File: src/rtl/fpu_mmio_regs_if.sv
// rtl/fpu_mmio_regs_if.sv - data-memory bus bundle for the FPU register window
interface fpu_mmio_regs_if;
  logic        mem_write;
  logic [12:0] data_adr;
  logic [31:0] write_data;
  logic [31:0] read_data;
  logic        hit;

  modport master (
    output mem_write,
    output data_adr,
    output write_data,
    input  read_data,
    input  hit
  );

  modport slave (
    input  mem_write,
    input  data_adr,
    input  write_data,
    output read_data,
    output hit
  );
endinterface

File: src/rtl/fpu_mmio_regs.sv
// rtl/fpu_mmio_regs.sv - FPU MMIO register window: operands, issue FSM, result/status capture
module fpu_mmio_regs #(
  parameter logic [12:0] BASE_ADDR     = 13'h0600,
  parameter int          FPU_LATENCY   = 4,
  parameter int          TIMEOUT_SLACK = 8
) (
  input  logic                  clk,
  input  logic                  reset_n,
  fpu_mmio_regs_if.slave        bus,
  output logic [31:0]           fpu_a,
  output logic [31:0]           fpu_b,
  output logic [1:0]            fpu_op,
  output logic                  fpu_start,
  input  logic                  fpu_valid,
  input  logic [31:0]           fpu_result,
  input  logic [4:0]            fpu_flags,
  output logic                  busy,
  output logic                  irq
);

  localparam int          TO_CYCLES = FPU_LATENCY + TIMEOUT_SLACK;
  localparam int          CW        = $clog2(TO_CYCLES + 1);
  localparam logic [10:0] BASE_WORD = BASE_ADDR[12:2];

  localparam logic [2:0] OFF_A      = 3'd0;
  localparam logic [2:0] OFF_B      = 3'd1;
  localparam logic [2:0] OFF_CMD    = 3'd2;
  localparam logic [2:0] OFF_RESULT = 3'd3;
  localparam logic [2:0] OFF_STATUS = 3'd4;
  localparam logic [2:0] OFF_CTRL   = 3'd5;

  typedef enum logic [1:0] {
    S_IDLE,
    S_ISSUE,
    S_WAIT
  } state_t;

  state_t        state_q, state_d;
  logic [CW-1:0] cnt_q, cnt_d;

  logic [31:0] result_q;
  logic [4:0]  flags_q;
  logic        done_q, error_q, overrun_q, irq_en_q;

  logic [10:0] word_off;
  logic [2:0]  off;
  logic        wr, rd;
  logic        wr_a, wr_b, wr_cmd, wr_ctrl, go_req;
  logic        rd_result, rd_status;
  logic        go_accept, capture, timeout;
  logic        unused_adr_lsb;

  // Word offset from the base; the window spans eight words, of which six are mapped.
  assign word_off       = bus.data_adr[12:2] - BASE_WORD;
  assign off            = word_off[2:0];
  assign bus.hit        = (word_off[10:3] == 8'd0);
  assign unused_adr_lsb = ^bus.data_adr[1:0];

  assign wr        = bus.hit & bus.mem_write;
  assign rd        = bus.hit & ~bus.mem_write;
  assign wr_a      = wr & (off == OFF_A);
  assign wr_b      = wr & (off == OFF_B);
  assign wr_cmd    = wr & (off == OFF_CMD);
  assign wr_ctrl   = wr & (off == OFF_CTRL);
  assign go_req    = wr_cmd & bus.write_data[0];
  assign rd_result = rd & (off == OFF_RESULT);
  assign rd_status = rd & (off == OFF_STATUS);

  assign busy      = (state_q != S_IDLE);
  assign fpu_start = (state_q == S_ISSUE);

  always_comb begin
    state_d   = state_q;
    cnt_d     = cnt_q;
    go_accept = 1'b0;
    capture   = 1'b0;
    timeout   = 1'b0;
    case (state_q)
      S_IDLE: begin
        if (go_req) begin
          go_accept = 1'b1;
          state_d   = S_ISSUE;
        end
      end
      S_ISSUE: begin
        cnt_d   = CW'(TO_CYCLES);
        state_d = S_WAIT;
      end
      S_WAIT: begin
        // A valid strobe on the last counted cycle still wins over the timeout.
        if (fpu_valid) begin
          capture = 1'b1;
          state_d = S_IDLE;
        end else if (cnt_q <= CW'(1)) begin
          timeout = 1'b1;
          state_d = S_IDLE;
        end else begin
          cnt_d = cnt_q - CW'(1);
        end
      end
      default: state_d = S_IDLE;
    endcase
  end

  always_ff @(posedge clk or negedge reset_n) begin
    if (!reset_n) begin
      state_q <= S_IDLE;
      cnt_q   <= '0;
    end else begin
      state_q <= state_d;
      cnt_q   <= cnt_d;
    end
  end

  always_ff @(posedge clk or negedge reset_n) begin
    if (!reset_n) begin
      fpu_a     <= '0;
      fpu_b     <= '0;
      fpu_op    <= '0;
      result_q  <= '0;
      flags_q   <= '0;
      done_q    <= 1'b0;
      error_q   <= 1'b0;
      overrun_q <= 1'b0;
      irq_en_q  <= 1'b0;
      irq       <= 1'b0;
    end else begin
      // Operands are frozen while an operation is in flight.
      if (wr_a && !busy) fpu_a <= bus.write_data;
      if (wr_b && !busy) fpu_b <= bus.write_data;
      if (go_accept)     fpu_op <= bus.write_data[2:1];
      if (wr_ctrl)       irq_en_q <= bus.write_data[0];

      if (capture) begin
        result_q <= fpu_result;
        flags_q  <= fpu_flags;
      end else if (go_accept) begin
        flags_q  <= '0;
      end

      if (capture)                done_q <= 1'b1;
      else if (go_accept)         done_q <= 1'b0;
      else if (rd_result)         done_q <= 1'b0;

      if (timeout)                error_q <= 1'b1;
      else if (go_accept)         error_q <= 1'b0;

      if ((wr_a || wr_b || go_req) && busy) overrun_q <= 1'b1;
      else if (go_accept || rd_status)      overrun_q <= 1'b0;

      irq <= done_q & irq_en_q;
    end
  end

  always_comb begin
    bus.read_data = '0;
    if (bus.hit) begin
      case (off)
        OFF_A:      bus.read_data = fpu_a;
        OFF_B:      bus.read_data = fpu_b;
        OFF_RESULT: bus.read_data = result_q;
        OFF_STATUS: bus.read_data = {23'd0, flags_q, overrun_q, error_q, done_q, busy};
        OFF_CTRL:   bus.read_data = {31'd0, irq_en_q};
        default:    bus.read_data = '0;
      endcase
    end
  end

endmodule

File: src/flat_wrapper.sv
// flat-port wrapper written by rule: the top's interface ports become plain ports
module fpu_mmio_regs_flat 
#(
  parameter logic [12:0] BASE_ADDR     = 13'h0600,
  parameter int          FPU_LATENCY   = 4,
  parameter int          TIMEOUT_SLACK = 8
)
  (clk, reset_n, fpu_a, fpu_b, fpu_op, fpu_start, fpu_valid, fpu_result, fpu_flags, busy, irq, bus_mem_write, bus_data_adr, bus_write_data, bus_read_data, bus_hit);
  fpu_mmio_regs_if bus_i ();
  input  logic clk;
  input  logic reset_n;
  output logic [31:0] fpu_a;
  output logic [31:0] fpu_b;
  output logic [1:0] fpu_op;
  output logic fpu_start;
  input  logic fpu_valid;
  input  logic [31:0] fpu_result;
  input  logic [4:0] fpu_flags;
  output logic busy;
  output logic irq;
  input wire logic [$bits(bus_i.mem_write)-1:0] bus_mem_write;
  input wire logic [$bits(bus_i.data_adr)-1:0] bus_data_adr;
  input wire logic [$bits(bus_i.write_data)-1:0] bus_write_data;
  output wire logic [$bits(bus_i.read_data)-1:0] bus_read_data;
  output wire logic [$bits(bus_i.hit)-1:0] bus_hit;
  assign bus_i.mem_write = bus_mem_write;
  assign bus_i.data_adr = bus_data_adr;
  assign bus_i.write_data = bus_write_data;
  assign bus_read_data = bus_i.read_data;
  assign bus_hit = bus_i.hit;
  fpu_mmio_regs #(.BASE_ADDR(BASE_ADDR), .FPU_LATENCY(FPU_LATENCY), .TIMEOUT_SLACK(TIMEOUT_SLACK)) u_core (.clk(clk), .reset_n(reset_n), .bus(bus_i), .fpu_a(fpu_a), .fpu_b(fpu_b), .fpu_op(fpu_op), .fpu_start(fpu_start), .fpu_valid(fpu_valid), .fpu_result(fpu_result), .fpu_flags(fpu_flags), .busy(busy), .irq(irq));
endmodule
File: config.mk
export PLATFORM = sky130hd
export DESIGN_NAME = fpu_mmio_regs_flat
export DESIGN_NICKNAME = d
export VERILOG_FILES = /design/src/rtl/fpu_mmio_regs_if.sv /design/src/rtl/fpu_mmio_regs.sv /design/src/flat_wrapper.sv
export SDC_FILE = /design/constraint.sdc
export NUM_CORES = 1
export LEC_CHECK = 0
export BUFFER_PORTS_ARGS = -buffer_cell sky130_fd_sc_hd__buf_4
export CORE_MARGIN = 2
export CORE_UTILIZATION = 35
export CTS_CLUSTER_SIZE = 14
export DETAILED_ROUTE_END_ITERATION = 7
export PLACE_DENSITY = 0.61
export SLEW_MARGIN = 40
export SYNTH_ARGS = -nofsm -noshare
export SYNTH_HDL_FRONTEND = slang
export SYNTH_SLANG_ARGS = --single-unit
export TNS_END_PERCENT = 5
File: constraint.sdc
create_clock -name clk -period 2.42 [get_ports clk]
set_input_delay 0.242 -clock clk [delete_from_list [all_inputs] [get_ports clk]]
set_output_delay 0.242 -clock clk [all_outputs]
set_load 0.01 [all_outputs]
==> flow_summary.yaml, run 1 <==
floorplanning:
  die-area_mm2: 0.0162
  core_area_mm2: 0.0146
  num_rows: 44
  die_w_um: 127
  ios: 188
  start_util: 0.362
  die_y_um: 127
global_routing:
  grt-ovfl-total: 0
  use_met1: 0.245
  grt_pass1_vias: 4768
  grt_max_degree: 58
  antenna_found_initial: 0
  grt_use_met3: 0.0670
  busiest_layer: "met2"
  use_met2: 0.327
  grt_pass1_wl_um: 24800
  grt_util_all_layers: 0.199
setup_path:
  critPathCaptureType: "primary output"
  path_cells: "buf_4, or4_4, or2_1, inv_2, nand2_1, a21oi_1, buf_4"
  critical_path.max_stage_delay_ps: 580
  required_ps: 2180
  crit_top_cell: "buf_4"
  setup.worst_path.start: "bus_data_adr[6]"
  start_kind: "input port"
  worstPathArrival_ps: 2060
  worstReg2RegStart: "u_core.state_q[0]"
  worstSetupPathType: "input port to primary output"
  path_max_fanout: 9
  crit_slowest_cell: "or4_4"
final_layout:
  finalNetCount: 790
  drive_gt1_frac: 0.443
  mostFrequentLayoutCells: "buf_4 (204), dfrtp_1 (114), nand2_1 (111), mux2_2 (63), nor2_1 (49)"
  syn2layout_area_growth_pct: 43.8
  antennaDiodeCount: 0
  layout_commonest_cell: "buf_4"
outcome:
  status: "complete, no violations"
logic_synthesis:
  ys_seq_elements: 114
  synth_cell_types: 44
  ys.flop_type: "dfrtp_1"
  seq_area_frac_synth: 0.538
  synth_largest_area_cell: "dfrtp_1"
  synth-warning-count: 0
  synth_top_area_share: 0.538
  synthTopCellsByArea: "dfrtp_1 (54%), mux2_2 (13%), nand2_1 (7.9%)"
  synth_edf_count: 0
  synthArstFlopShare: 1.00
  synthesis.nets: 585
  synthesis.area_mm2: 0.00531
  syn-instance-count: 497
  synth.avg_cell_area_um2: 10.7
sta:
  rsz0062_at_grt: "no"
  slew_headroom: 0.640
  clock_skew_ps: 6.91
  finalSetupViolations: 0
  hold_viol: 0
  worst-slew-pin-transition_ps: 535
  setup_tns_ps: 0
  slew_viol_final: 0
  fmax_mhz: 435
  min_period_over_period: 0.949
  layout_min_cycle_time_ps: 2300
  whs_ps: 16.4
clocking:
  post_cts_buffers: 0
  cts.clk_slew.worst_paths_ps: 50
  cts_tree: "yes"
  numCtsBuffers: 17
  clockBufferDepth: 2
  clock_latency_ps: 420
  cts.sinks: 114
  post_cts_resized: 0
  htree_levels: 4
  root_buffer: "clkbuf_16"
drt:
  wl_per_cell_um: 17.4
  dr.first_iter.drc_count: 247
  viasPerCell: 5.03
  drc_errors: 0
  first_pass_iters: 5
  vias: 4520
  totalWireLength_um: 15700
  ant_nets: 0
worst_hold_path:
  worst_hold_startpoint: "fpu_result[28]"
  hp-class: "input port to flop"
placed_design:
  place_hpwl_um: 10900
  port_buffers: 185
  gp_congestion: 0.799
pwr:
  irDropWorstVdd_mv: 0.472
  power_density_mw_per_mm2: 666
  p_leak_nw: 4.01
flow_run:
  cap_violations: 0
[layer usage]
| metal | vias to the layer above | wire (um) |
|---|---|---|
| li1 | 2110 | - |
| met1 | 2204 | 6440 |
| met2 | 182 | 7690 |
| met3 | 24 | 1220 |
| met4 | 0 | 306 |
| met5 | - | 0 |
[metrics by stage]
step | power [W] | cell area, um^2 | cells | setup WS [ps] | utilization
floorplan | 0.00223 | 5310 | 497 | 514 | -
global placement | 0.00244 | 6970 | 863 | 201 | 0.476
detailed placement | 0.00245 | 6970 | 863 | 176 | 0.476
CTS | 0.00513 | 7630 | 898 | 149 | 0.521
global route | 0.00527 | 7630 | 898 | 85.2 | 0.521
finish | 0.00508 | 7630 | 898 | 122 | 0.521
[power breakdown]
| group | internal, W | switching, W |
|---|---|---|
| combinational | 0.000183 | 0.000186 |
| clock | 0.00177 | 0.000887 |
| sequential | 0.00200 | 0.0000566 |
[critical path: cells and delay by family]
family                 cells  cell delay (ps)
and+or+nand+nor            3             1160
buffers and inverters      3              380
AOI/OAI and AO/OA          1              270
[registers in the layout, summed over array words and instances (netlist names), 2 cells and up]
| signal | cells |
|---|---|
| u_core.flags_q | 5 |
| u_core.fpu_op | 2 |
| u_core.fpu_b | 32 |
| u_core.cnt_q | 4 |
| u_core.fpu_a | 32 |
| u_core.state_q | 2 |
| u_core.result_q | 32 |
[synth_stat cells, types with 2 or more instances]
master and n:
ha_1 2, buf_6 6, nand2_2 2, a31oi_1 3, mux2i_1 25, nand2b_1 2, nor3_1 2, or2_2 2
buf_2 5, mux2_4 4, nand2_1 111, o21ai_0 11, nor2_1 50, inv_1 6, a22oi_1 16, nand3_1 2
nor4_1 2, nand4bb_1 2, a21oi_1 33, dfrtp_1 114, mux2_2 63, clkbuf_1 12
[cell families after synthesis]
kind of cell,synth area share
simple gates,0.155
flops,0.538
mux,0.192
compound gates,0.0759
buf+inv,0.0323
fa+ha+maj,0.00472
xor+xnor,0.00165
[final timing paths]
path | to | slack (ps) | cells past startpoint
worst max-delay path | bus_read_data[8] | 120 | 7
max in group asynchronous | u_core.fpu_b[27] | 1370 | 3
worst max register to register | u_core.fpu_a[20] | 350 | 5
worst min register to register | u_core.result_q[21] | 470 | 2
worst min-delay path | u_core.result_q[28] | 20 | 3
min in group asynchronous | u_core.state_q[1] | 320 | 2
[what timing repair did]
item,in CTS,in global routing
endpoints found under the setup margin,0,0
hold buffers,4,0
endpoints found under the hold margin,34,0
[layout make-up]
type | count | area [um^2]
Sequential cell | 114 | 2850
Tap cell | 184 | 230
Timing Repair Buffer | 210 | 1610
Clock buffer | 21 | 460
Clock inverter | 10 | 158
Fill cell | 1328 | 7020
Inverter | 8 | 30.0
Multi-Input combinational cell | 351 | 2280
No activity file was read; power rests on OpenSTA's default activity.
==> inputs of run 2 (changes only) <==
--- a/config.mk
+++ b/config.mk
@@ -11,6 +11,7 @@
 export CTS_CLUSTER_SIZE = 14
 export DETAILED_ROUTE_END_ITERATION = 7
 export PLACE_DENSITY = 0.61
+export REMOVE_ABC_BUFFERS = 1
 export SLEW_MARGIN = 40
 export SYNTH_ARGS = -nofsm -noshare
 export SYNTH_HDL_FRONTEND = slang
==> run 2 against run 1 <==
Net effect:
- total power shrank 4.3%
- first-iteration DRC count shrank 29%
- clock power shrank 7.9%
- clock-buffer cell count grew 1
- clock skew grew 4.1 ps
==> flow_summary.yaml, run 2 (same netlist as run 1, synthesis figures left out) <==
outcome:
  status: "complete, no violations"
pwr:
  irDropWorstVdd_mv: 0.465
  p_leak_nw: 3.98
  power_density_mw_per_mm2: 644
setup_path:
  endpoint: "bus_read_data[3]"
  setup.worst_path.start: "bus_data_adr[6]"
  worst-r2r-setup-slack_ps: 360
  start_kind: "input port"
  worstSetupPathType: "input port to primary output"
  crit_slowest_cell: "or4_4"
  crit_top_cell: "buf_4"
  critical_path.max_stage_delay_ps: 580
  worstReg2RegStart: "u_core.state_q[0]"
  required_ps: 2180
  critPathCaptureType: "primary output"
  path_max_fanout: 9
  reg2reg_depth: 5
  worstPathArrival_ps: 2050
  rr_endpoint: "u_core.fpu_a[19]"
  path_cells: "buf_4, or4_4, or2_1, inv_2, nand2_1, a21oi_1, buf_4"
final_layout:
  drive_gt1_frac: 0.442
  mostFrequentLayoutCells: "buf_4 (198), dfrtp_1 (114), nand2_1 (111), mux2_2 (63), nor2_1 (49)"
  reg_top3: "u_core.fpu_a x32, u_core.fpu_b x32, u_core.result_q x32"
  syn2layout_area_growth_pct: 42.3
  finalNetCount: 783
  final_cell_area_mm2: 0.00755
  antennaDiodeCount: 0
  layout_commonest_cell: "buf_4"
placed_design:
  port_buffers: 185
  gp_congestion: 0.795
  place_hpwl_um: 11000
  placed_cell_area_mm2: 0.00696
floorplanning:
  core_area_mm2: 0.0146
  ios: 188
  num_rows: 44
  die-area_mm2: 0.0162
  die_w_um: 127
  start_util: 0.362
  die_y_um: 127
drt:
  vias: 4377
  totalWireLength_um: 15500
  wl_per_cell_um: 17.5
  ant_nets: 0
  viasPerCell: 4.93
  dr.first_iter.drc_count: 175
  first_pass_iters: 4
  drc_errors: 0
global_routing:
  grt-ovfl-total: 0
  grt_pass1_vias: 4612
  grt_pass1_wl_um: 24500
  antenna_found_initial: 0
  grt_util_all_layers: 0.197
  grt_max_degree: 50
sta:
  worst-slew-pin-transition_ps: 791
  rsz0062_at_grt: "no"
  finalSetupViolations: 0
  slew_viol_final: 0
  hold_viol: 0
  layout_min_cycle_time_ps: 2290
  fmax_mhz: 436
  slew_headroom: 0.473
  setup_tns_ps: 0
  min_period_over_period: 0.947
  clock_skew_ps: 11.0
clocking:
  clock_latency_ps: 410
  clockBufferDepth: 2
  ctsHoldBuffers: 1
  htree_levels: 4
  cts.clk_slew.worst_paths_ps: 50
  numCtsBuffers: 17
  post_cts_resized: 0
  cts.sinks: 114
  cts_tree: "yes"
  root_buffer: "clkbuf_16"
  post_cts_buffers: 0
worst_hold_path:
  hp-class: "input port to flop"
flow_run:
  cap_violations: 0
run 2: changes by cell type in the layout (fill, tap and decap cells not counted):
| cell | before | now |
|---|---|---|
| buf_12 | 2 | 4 |
| clkbuf_8 | 2 | 5 |
| dlygate4sd3_1 | 4 | 1 |
| clkbuf_1 | 2 | 0 |
| clkinv_4 | 2 | 0 |
| bufinv_16 | 4 | 2 |
| buf_4 | 204 | 198 |
run 2: layer usage:
layer	vias to the layer above	track usage	wire length [um]
li1	2090	-	-
met1	2118	0.237	6390
met2	158	0.321	7480
met3	11	0.0917	1520
met4	0	0.0524	144
met5	-	0	0
run 2: worst min-delay path by stage:
stage,startpoint,end,slack (ps),cells after the start
after global routing,fpu_result[21],u_core.result_q[21],4,3
after CTS,fpu_result[16],u_core.result_q[16],6,3
after global placement,reset_n,u_core.fpu_a[12],310,1
final,fpu_result[30],u_core.result_q[30],20,3
after detailed placement,reset_n,u_core.fpu_a[10],320,1
after floorplan,reset_n,u_core.cnt_q[0],-50,0
run 2: critical path: cells and delay by family:
family	cells	cell delay, ps
buffers and inverters	3	380
AOI/OAI and AO/OA	1	280
and+or+nand+nor	3	1150
run 2: power breakdown:
part / switching (W) / internal (W)
Clock: 0.000822 / 0.00162
Sequential: 0.0000587 / 0.00200
Combinational: 0.000181 / 0.000179
Total: 0.00106 / 0.00380
run 2: stage by stage:
step,hold slack (ps),instances,total power [W],setup slack [ps],utilization
6_report,22.4,888,0.00486,127,0.515
5_1_grt,4.23,888,0.00506,31.1,0.515
4_1_cts,6.29,888,0.00492,111,0.515
3_5_place_dp,319,859,0.00245,108,0.476
3_3_place_gp,311,859,0.00244,138,0.476
2_1_floorplan,-53.6,473,0.00221,374,-
run 2: layout make-up:
type	count	area, um^2
fill	1340	7100
clock inverter	6	80.1
multi-input combinational	351	2280
inverter	8	30.0
tap	184	230
sequential	114	2850
timing repair buffer	203	1580
clock buffer	22	494
==> inputs of run 3 (changes only) <==
--- a/config.mk
+++ b/config.mk
@@ -6,7 +6,7 @@
 export NUM_CORES = 1
 export LEC_CHECK = 0
 export BUFFER_PORTS_ARGS = -buffer_cell sky130_fd_sc_hd__buf_4
-export CORE_MARGIN = 2
+export CORE_MARGIN = 10
 export CORE_UTILIZATION = 35
 export CTS_CLUSTER_SIZE = 14
 export DETAILED_ROUTE_END_ITERATION = 7
==> constraint.sdc (replaced) <==
create_clock -name clk -period 2.42 [get_ports clk]
set_input_delay 0 -clock clk [delete_from_list [all_inputs] [get_ports clk]]
set_output_delay 0 -clock clk [all_outputs]
set_load 0.01 [all_outputs]
==> run 3 against run 2 <==
Net effect:
- first-iteration DRC count increased by 58%
- clock power is 4% lower
- critical path type unchanged
- critical path depth rose by 1
- critical endpoint is now bus_read_data[5]
- sequential share of layout area down 3.1 points
==> flow_summary.yaml, run 3 (same netlist as run 1, synthesis figures left out) <==
pwr:
  power_density_mw_per_mm2: 590
  p_leak_nw: 4.25
  irDropWorstVdd_mv: 0.518
setup_path:
  worst-r2r-setup-slack_ps: 350
  crit_slowest_cell: "dlygate4sd3_1"
  critical_path.max_stage_delay_ps: 530
  path_max_fanout: 9
  path_cells: "dlygate4sd3_1, buf_4, or4_4, or2_1, inv_2, nand2_1, a21oi_1, buf_4"
  cp.buffers_inverters: 4
  setup.worst_path.start: "bus_data_adr[7]"
  required_ps: 2420
  cpLargestDelayFamily: "simple AND/OR/NAND/NOR gates"
  worstSetupPathType: "input port to primary output"
  reg2reg_depth: 5
  start_kind: "input port"
  worstPathArrival_ps: 2340
  critPathCaptureType: "primary output"
  crit_top_cell: "buf_4"
  worstReg2RegStart: "u_core.state_q[0]"
  rr_endpoint: "u_core.fpu_a[20]"
sta:
  hold_viol: 0
  min_period_over_period: 0.965
  finalSetupViolations: 0
  clock_skew_ps: 14.3
  setup_tns_ps: 0
  slew_viol_final: 0
  worst-slew-pin-transition_ps: 654
  layout_min_cycle_time_ps: 2340
  rsz0062_at_grt: "no"
  slew_headroom: 0.564
  fmax_mhz: 428
placed_design:
  gp_congestion: 0.796
  placed_cells: 859
  port_buffers: 185
  place_hpwl_um: 12500
clocking:
  root_buffer: "clkbuf_16"
  clock_latency_ps: 410
  cts.clk_slew.worst_paths_ps: 50
  htree_levels: 4
  clockBufferDepth: 2
  post_cts_resized: 0
  cts_tree: "yes"
  cts.sinks: 114
  numCtsBuffers: 17
floorplanning:
  start_util: 0.361
  die_y_um: 143
  core_area_mm2: 0.0147
  num_rows: 44
  die-area_mm2: 0.0205
  die_w_um: 143
  ios: 188
global_routing:
  antenna_found_initial: 1
  grt-ovfl-total: 0
  grt_max_degree: 48
  grt_pass1_vias: 5243
  grt_util_all_layers: 0.178
  grt_pass1_wl_um: 28400
final_layout:
  mostFrequentLayoutCells: "buf_4 (201), dfrtp_1 (114), nand2_1 (111), dlygate4sd3_1 (74), mux2_2 (63)"
  syn2layout_area_growth_pct: 55.1
  reg_top3: "u_core.fpu_a x32, u_core.fpu_b x32, u_core.result_q x32"
  finalNetCount: 856
  layout_commonest_cell: "buf_4"
  fin_cells: 965
  drive_gt1_frac: 0.397
  n_fill_cell: 1283
drt:
  vias: 4736
  viasPerCell: 4.91
  dr.first_iter.drc_count: 277
  first_pass_iters: 4
  totalWireLength_um: 17900
  drc_errors: 0
  ant_nets: 0
  wl_per_cell_um: 18.5
outcome:
  status: "complete, no violations"
worst_hold_path:
  worst_hold_path.endpoint: "u_core.state_q[0]"
  worst_hold_startpoint: "bus_data_adr[4]"
  hp-class: "input port to flop"
  holdPathStages: 3
flow_run:
  cap_violations: 0
-- run 3: layer usage --
layer / vias up / wire [um] / track usage
met5: - / 0 / 0
met4: 0 / 306 / 0.0630
met3: 20 / 1680 / 0.0756
met2: 164 / 8570 / 0.292
met1: 2308 / 7300 / 0.204
li1: 2244 / - / -
-- run 3: through the flow --
step | util | hold slack, ps | power, W | setup slack [ps] | instance area (um^2)
detailed placement | 0.471 | 74.7 | 0.00245 | 363 | 6930
finish | 0.560 | 91.2 | 0.00485 | 84.9 | 8230
floorplan | - | -296 | 0.00221 | 434 | 5160
global placement | 0.471 | 56.6 | 0.00244 | 405 | 6930
global route | 0.560 | 95.6 | 0.00509 | 36.8 | 8230
CTS | 0.560 | 57.1 | 0.00493 | 131 | 8230
-- run 3: worst register-to-register path, stage by stage (launching register included) --
cell and delay, ps:
dfrtp_1 430, or3b_2 570, nor3_4 190, nand2_2 210, buf_12 250, mux2_4 320
-- run 3: power breakdown --
part | switching (W) | internal (W) | leakage (nW)
clock | 0.000805 | 0.00153 | 0.280
combinational | 0.000206 | 0.000251 | 2.45
sequential | 0.0000582 | 0.00200 | 1.52
-- run 3: area by class of cell --
| class | count | area, um^2 | share of cell area |
|---|---|---|---|
| repair buffers | 276 | 2270 | 0.276 |
| clock buffers | 26 | 509 | 0.0619 |
| diodes | 1 | 2.50 | 0.000304 |
| flip-flops and latches | 114 | 2850 | 0.347 |
| multi-input cells | 351 | 2280 | 0.278 |
| inverters | 8 | 30.0 | 0.00365 |
| clock inverters | 5 | 50.0 | 0.00608 |
| well taps | 184 | 230 | 0.0280 |
-- run 3: repair_timing --
action	4_1_cts	5_1_grt
buffers inserted	0	0
endpoints found under the setup margin	0	0
hold buffers	74	0
endpoints found under the hold margin	151	0
-- run 3: worst max path at each step --
stage	end	cells after the start
floorplan	u_core.fpu_b[0]	4
global placement	u_core.fpu_a[19]	5
detailed placement	u_core.fpu_a[19]	5
CTS	bus_read_data[5]	8
global route	bus_read_data[5]	8
finish	bus_read_data[5]	8
